**src/rtl/pipe_pkg.sv**
```systemverilog
// Shared types for the decode/execute boundary: forwarding selects and the
// E-stage control bundle.
package pipe_pkg;

    typedef enum logic [1:0] {
        FWD_RF  = 2'b00,
        FWD_EX  = 2'b01,
        FWD_MEM = 2'b10
    } fwd_sel_e;

    localparam int         CTRL_AOPW = 5;
    localparam int         NUM_OPS   = 2;
    localparam logic [5:0] REG_ZERO  = 6'd0;

    typedef struct packed {
        logic                 regwrite;
        logic                 memread;
        logic                 memwrite;
        logic [CTRL_AOPW-1:0] aluop;
        logic [5:0]           rd;
    } ctrl_t;

endpackage

```
**src/rtl/operand_fwd_mux.sv**
```systemverilog
// One decode-stage operand: picks register file, E result or M result.
module operand_fwd_mux
    import pipe_pkg::*;
#(
    parameter int XLEN = 32
) (
    input  logic [1:0]      sel,
    input  logic [XLEN-1:0] rf,
    input  logic [XLEN-1:0] ex,
    input  logic [XLEN-1:0] mem,
    output logic [XLEN-1:0] op
);

    always_comb begin
        op = rf;
        case (sel)
            FWD_EX:  op = ex;
            FWD_MEM: op = mem;
            default: op = rf;   // 2'b11 is illegal, falls back to the RF value
        endcase
    end

endmodule

```
**src/rtl/decode_exec_latch.sv**
```systemverilog
// D->E pipeline register with operand forwarding, load-use/flush bubbles,
// execute-busy hold and a saturating bubble counter.
module decode_exec_latch
    import pipe_pkg::*;
#(
    parameter int XLEN = 32,
    parameter int AOPW = 5,
    parameter int CNTW = 32
) (
    input  logic            clk,
    input  logic            rstn,
    input  logic            validD,
    input  logic [XLEN-1:0] pcD,
    input  logic [XLEN-1:0] immD,
    input  logic [AOPW-1:0] aluopD,
    input  logic [5:0]      rdD,
    input  logic            regwriteD,
    input  logic            memreadD,
    input  logic            memwriteD,
    input  logic [XLEN-1:0] rf0D,
    input  logic [XLEN-1:0] rf1D,
    input  logic [1:0]      forward0,
    input  logic [1:0]      forward1,
    input  logic            lwstall,
    input  logic [XLEN-1:0] resultE,
    input  logic [XLEN-1:0] resultM,
    input  logic            flushE,
    input  logic            holdE,
    output logic            validE,
    output logic [XLEN-1:0] pcE,
    output logic [XLEN-1:0] immE,
    output logic [AOPW-1:0] aluopE,
    output logic [5:0]      rdE,
    output logic            regwriteE,
    output logic            memreadE,
    output logic            memwriteE,
    output logic [XLEN-1:0] op0E,
    output logic [XLEN-1:0] op1E,
    output logic            stallD,
    output logic [CNTW-1:0] bubble_cnt
);

    if (AOPW != CTRL_AOPW) begin : g_bad_aopw
        $error("AOPW must match pipe_pkg::CTRL_AOPW");
    end

    logic [NUM_OPS-1:0][1:0]      fwd_sel;
    logic [NUM_OPS-1:0][XLEN-1:0] rf_d;
    logic [NUM_OPS-1:0][XLEN-1:0] op_d;

    assign fwd_sel = {forward1, forward0};
    assign rf_d    = {rf1D, rf0D};

    for (genvar i = 0; i < NUM_OPS; i++) begin : g_fwd
        operand_fwd_mux #(.XLEN(XLEN)) u_mux (
            .sel (fwd_sel[i]),
            .rf  (rf_d[i]),
            .ex  (resultE),
            .mem (resultM),
            .op  (op_d[i])
        );
    end

    logic  ldst, bubble;
    ctrl_t ctrl_d, ctrlE;

    // A stall on an empty decode slot is meaningless, so it is masked here.
    assign ldst   = lwstall & validD;
    assign bubble = ~holdE & (flushE | ldst);
    assign stallD = rstn & (holdE | (ldst & ~flushE));

    always_comb begin
        ctrl_d          = '0;
        ctrl_d.regwrite = regwriteD & validD;
        ctrl_d.memread  = memreadD & validD;
        ctrl_d.memwrite = memwriteD & validD;
        ctrl_d.aluop    = aluopD;
        ctrl_d.rd       = rdD;
    end

    always_ff @(posedge clk or negedge rstn) begin
        if (!rstn) begin
            validE     <= 1'b0;
            ctrlE      <= '0;
            pcE        <= '0;
            immE       <= '0;
            op0E       <= '0;
            op1E       <= '0;
            bubble_cnt <= '0;
        end else if (!holdE) begin
            if (bubble) begin
                // Data fields are left as-is; rd is zeroed so the hazard unit never matches it.
                validE         <= 1'b0;
                ctrlE.regwrite <= 1'b0;
                ctrlE.memread  <= 1'b0;
                ctrlE.memwrite <= 1'b0;
                ctrlE.rd       <= REG_ZERO;
                if (bubble_cnt != '1)
                    bubble_cnt <= bubble_cnt + CNTW'(1);
            end else begin
                validE <= validD;
                ctrlE  <= ctrl_d;
                pcE    <= pcD;
                immE   <= immD;
                op0E   <= op_d[0];
                op1E   <= op_d[1];
            end
        end
    end

    assign aluopE    = ctrlE.aluop;
    assign rdE       = ctrlE.rd;
    assign regwriteE = ctrlE.regwrite;
    assign memreadE  = ctrlE.memread;
    assign memwriteE = ctrlE.memwrite;

    a_fwd_legal: assert property (@(posedge clk) disable iff (!rstn)
        (forward0 != 2'b11) && (forward1 != 2'b11));

endmodule

```
**config.mk**
```make
export PLATFORM = sky130hd
export DESIGN_NAME = decode_exec_latch
export DESIGN_NICKNAME = d
export VERILOG_FILES = /design/src/rtl/pipe_pkg.sv /design/src/rtl/operand_fwd_mux.sv /design/src/rtl/decode_exec_latch.sv
export SDC_FILE = /design/constraint.sdc
export NUM_CORES = 1
export LEC_CHECK = 0
export ABC_CLOCK_PERIOD_IN_PS = 2400
export CAP_MARGIN = 10
export CELL_PAD_IN_SITES_DETAIL_PLACEMENT = 0
export CELL_PAD_IN_SITES_GLOBAL_PLACEMENT = 2
export CORE_ASPECT_RATIO = 0.8
export CORE_MARGIN = 5
export CORE_UTILIZATION = 25
export DETAILED_ROUTE_END_ITERATION = 16
export HOLD_SLACK_MARGIN = 0.05
export PLACE_DENSITY = 0.79
export REMOVE_ABC_BUFFERS = 1
export SLEW_MARGIN = 20
export SYNTH_ARGS = -nofsm -noshare
export SYNTH_HDL_FRONTEND = slang
export SYNTH_HIERARCHICAL = 1
export SYNTH_SLANG_ARGS = --single-unit
```
**constraint.sdc**
```tcl
create_clock -name clk -period 2.4 [get_ports clk]
set_input_delay 0.24 -clock clk [delete_from_list [all_inputs] [get_ports clk]]
set_output_delay 0.24 -clock clk [all_outputs]
set_load 0.02 [all_outputs]
```
Word level (Yosys, flattened, before mapping)
Cells that the tools add are included.

operators by class
  muxes and demuxes = 5
  add/sub/neg operators = 1
  eq/ne operators = 5
  reduce and logical (&&, ||, !) cells = 2
  bitwise operators = 12

operator list
  operator               number
  $pmux 32 s2            2
  $add 32x1->32 const B  1
  $ne 32x32->1 const B   1
  $and 1x1->1            7
  $mux 6                 1
  $eq 2x1->1 const B     2
  $eq 2x2->1 const B     2
  $mux 3                 1
  $not 1->1              3
  $reduce_and 3->1       1
  $or 1x1->1             2
  $reduce_and 2->1       1
  $mux 1                 1

word-level totals
  output and inout bits = 176
  register bits after elaboration = 175
  input port bits = 216

Longest topological paths before layout
  depth after elaboration = 5
  gate-level depth with buffers = 7
  depth with buffers taken out = 6

Modules after synthesis
The synthesis kept the hierarchy.

by module, submodules not included
  module             seq. area each (um^2)  cells an instance  instances  area each (um^2)
  decode_exec_latch  4379.2                 459                1          6855.3
  operand_fwd_mux    0.0                    113                2          636.9

Least setup slack after synthesis
Ideal clock, no wire load.

  path type = register to register
  start point = register bubble_cnt[0]
  end point = register bubble_cnt[10]
  required time = 2.269 ns
  clock period less this slack = 2.044 ns
  path buffers = 1
  cell stages (with the launch flop) = 8
  data arrival time = 1.913 ns
  path slack = 0.356 ns
  path through = dfrtp_1 > ha_1 > nand4_1 > nor4_1 > a21oi_1 > buf_2 > nand4_1 > xnor2_1

between the ends
  cells in the longest elaborated chain, start to end = 2
  elaborated cells on any way between the ends = 3
  those cells by class = 1 x add/sub; 1 x eq/ne; 1 x reduce/logical

RTL lines
  item                                                   line                     source
  start, declared                                        decode_exec_latch.sv:40  output logic [CNTW-1:0] bubble_cnt
  start signal, assigned                                 decode_exec_latch.sv:99  bubble_cnt <= bubble_cnt + CNTW'(1);
  branches (longest 2 deep; another with $add 32x1->32)  -

Parallel ways; which one is timed is not known.
A chain may end at the register's enable or synchronous reset.

Final worst setup path
  start point = register bubble_cnt[5]
  end point = register bubble_cnt[31]

The elaborated chain is that of the path after synthesis.

==> results.py <==
metrics = {
    "status": {
        "status": "complete, no violations",
    },
    "critical_path": {
        "crit_path_top_delay_cell": "or4_4",
        "endpoint": "bubble_cnt[31]",
        "rr_startpoint": "bubble_cnt[5]",
        "cp_num_cells": 5,
        "worstSetupStartpointType": "flip-flop",
        "critPathLaunch": "bubble_cnt[5]",
        "arrival_ns": 2.39,
        "critPathKind": "reg -> reg",
        "r2r-end": "bubble_cnt[31]",
        "crit_chain": "nand3_2 > or4_4 > nor3_2 > nand4_1 > xnor2_1",
        "cp_top_family": "simple AND/OR/NAND/NOR gates",
        "reg2reg_slack_ns": 0.33,
        "end_kind": "flip-flop",
        "r2r_cells": 5,
        "worstPathMaxFanout": 6,
        "path_buf_inv": 0,
        "critPathRequiredTime_ns": 2.72,
        "critical-path-max-stage-delay_ns": 0.59,
    },
    "detailed_routing": {
        "ant_nets": 0,
        "drtPass1Iterations": 5,
        "vias": 7009,
        "finalWirelength_um": 29200,
        "drt-initial-drc-count": 345,
        "viasPerCell": 4.64,
        "drcViolationCount": 0,
        "wire_per_inst_um": 19.4,
    },
    "synth": {
        "synth_edf_count": 0,
        "synth_warnings": 6,
        "synth_compound_area_frac": 0.115,
        "synth_mux_area_frac": 0.187,
        "synth-seq-cells": 175,
        "synth_top_family_by_area": "multiplexers",
        "synth_ff_type": "dfrtp_1",
        "syn-cell-area_um2": 8130,
        "synth_xor_xnor_area_share": 0.0312,
        "synth-async-reset-ratio": 1.00,
        "synth_cells": 685,
        "synth-adder-area-share": 0.00770,
        "ys_seq_area_frac": 0.539,
        "synth_area_per_cell_um2": 11.9,
        "ys_types": 35,
        "synth-simple-area-share": 0.0859,
    },
    "timing": {
        "hold_viol_final": 0,
        "finClkSkew_ns": 0.00944,
        "maxSlewViolCount": 0,
        "fin_crit_ns": 2.07,
        "max_freq_mhz": 482,
        "grt_setup_unrepaired": "false",
        "worst-slew-pin-transition_ns": 0.830,
        "slew_headroom": 0.446,
        "period_share": 0.864,
        "finalSetupViolCount": 0,
    },
    "placement": {
        "io_buffers": 391,
        "dp_cells": 1476,
        "dp_hpwl_um": 21600,
        "gp_congestion": 0.800,
    },
    "clock_tree": {
        "cts_setup_buffers": 0,
        "clk-insertion-delay-late_ns": 0.43,
        "cts_resized": 0,
        "cts_buffers": 17,
        "cts_tree": "yes",
        "clock_sinks": 175,
        "htree_levels": 4,
        "clk_path_buf_depth": 2,
        "cts.clk_slew.worst_paths_ns": 0.08,
        "cts_root_buffer": "clkbuf_16",
    },
    "global_routing": {
        "grt_pass1_vias": 7372,
        "grt_max_degree": 118,
        "grt_antenna_before_repair": 3,
        "grt_pass1_wl_um": 44500,
        "track_usage": 0.157,
        "overflow": 0,
    },
    "floorplanning": {
        "core_um2": 32300,
        "ioPinCount": 392,
        "die-area_um2": 36200,
        "die_x_um": 212,
        "dieHeight_um": 171,
        "num_rows": 59,
        "start_util": 0.251,
    },
    "layout": {
        "final_cell_mix": "390 x clkdlybuf4s50_1, 175 x dfrtp_1, 135 x mux2_2",
        "fin_nets": 1290,
        "final_cell_count_no_fill": 1511,
        "final_common_cell": "clkdlybuf4s50_1",
        "drive_gt1_frac": 0.183,
        "area_delta_synth_final_pct": 62.0,
    },
    "power_and_ir_drop": {
        "vdd_ir_drop_max_mv": 0.498,
        "finalPower_mw": 9.79,
        "power_frac_comb": 0.328,
        "clkPwrFrac": 0.285,
        "share_seq_of_total_power": 0.387,
        "power.density_nw_per_um2": 743,
        "p_switching_mw": 3.14,
        "p_leak_nw": 5.26,
        "netSwitchingFraction": 0.321,
        "p_int_mw": 6.65,
    },
    "hold_path": {
        "holdCritPathClass": "in -> reg",
    },
    "run": {
        "maxCapViolations": 0,
    },
}
-- power groups by stage --
stage | combinational [mW] | clock, mW | sequential, mW
final | 3.21 | 2.79 | 3.78
after global routing | 3.41 | 3.05 | 3.87
after CTS | 3.26 | 2.94 | 3.79
after detailed placement | 3.25 | 0 | 3.84
after global placement | 3.25 | 0 | 3.82
after floorplan | 0.797 | 0 | 4.46
-- cell usage after synthesis, drive strengths merged (3+ instances only) --
library cell,instances,area (um^2)
dfrtp,175,4380
mux2,135,1520
nand2,75,282
o21ai,65,325
a22oi,64,480
buf,34,208
xnor2,21,184
nand4,17,106
nand3,15,80.1
clkbuf,13,48.8
nor2,9,33.8
nor3,8,45.0
xor2,8,70.1
a22o,7,61.3
inv,6,22.5
ha,5,62.6
nor4,5,37.5
and3,4,25.0
a21oi,3,15.0
a32o,3,30.0
or4,3,26.3
-- per-stage QoR --
stage	area [um^2]	hold slack (ns)	setup WS [ns]	setup TNS, ns	util
after floorplan	7870	-0.0556	-5.12	-729.42	-
after global placement	12600	0.406	0.149	0	0.389
after detailed placement	12600	0.394	0.122	0	0.389
after CTS	13200	0.382	0.333	0	0.407
after global routing	13200	0.386	0.172	0	0.407
final	13200	0.417	0.327	0	0.407
-- worst register-to-register path, delay by kind of cell (launching register included) --
kind                      cells  cell delay, ns
and+or+nand+nor               4            1.34
DFF                           1            0.48
xor gates and xnor gates      1            0.16
-- worst min path at each step --
| stage | start | to | slack (ns) | cells past startpoint |
|---|---|---|---|---|
| 6_report | rdD[2] | rdE[2] | 0.42 | 2 |
| 5_1_grt | pcD[2] | pcE[2] | 0.39 | 2 |
| 4_1_cts | rdD[2] | rdE[2] | 0.38 | 2 |
| 3_5_place_dp | rstn | pcE[21] | 0.39 | 2 |
| 3_3_place_gp | rstn | immE[28] | 0.41 | 2 |
| 2_1_floorplan | rstn | aluopE[0] | -0.06 | 0 |
-- what timing repair did --
item | 4_1_cts | 5_1_grt
hold endpoints to repair | 175 | 0
endpoints found under the setup margin | 0 | 0
hold buffers | 1 | 0
-- area by class of cell --
type / instances / area (um^2)
flip-flops and latches: 175 / 4380
repair buffers: 412 / 4160
diodes: 2 / 5.00
clock inverters: 14 / 149
multi-input cells: 457 / 3480
inverters: 6 / 22.5
clock buffers: 18 / 429
well taps: 427 / 534
fillers: 3128 / 19200
-- registers in the layout (all words and copies together), names as in the netlist --
signal,flops
regwriteE,1
validE,1
immE,32
memwriteE,1
aluopE,5
op1E,32
rdE,6
op0E,32
bubble_cnt,32
pcE,32
memreadE,1
-- cells by family (layout without fill, tap and decap cells) --
group                      Yosys count  in the layout
and+or+nand+nor                    143            143
adders and majority gates            5              5
muxes                              135            135
buffers and inverters               53            450
other                                0              2
DFF                                175            175
AOI/OAI and AO/OA                  145            145
xor gates and xnor gates            29             29
-- layer usage --
metal	vias up	wire, um	global-route usage
met5	-	20	0
met4	2	426	0.0434
met3	21	2060	0.0430
met2	242	14500	0.265
met1	3479	12300	0.200
li1	3265	-	-
Power figures use the tool's default switching activity.
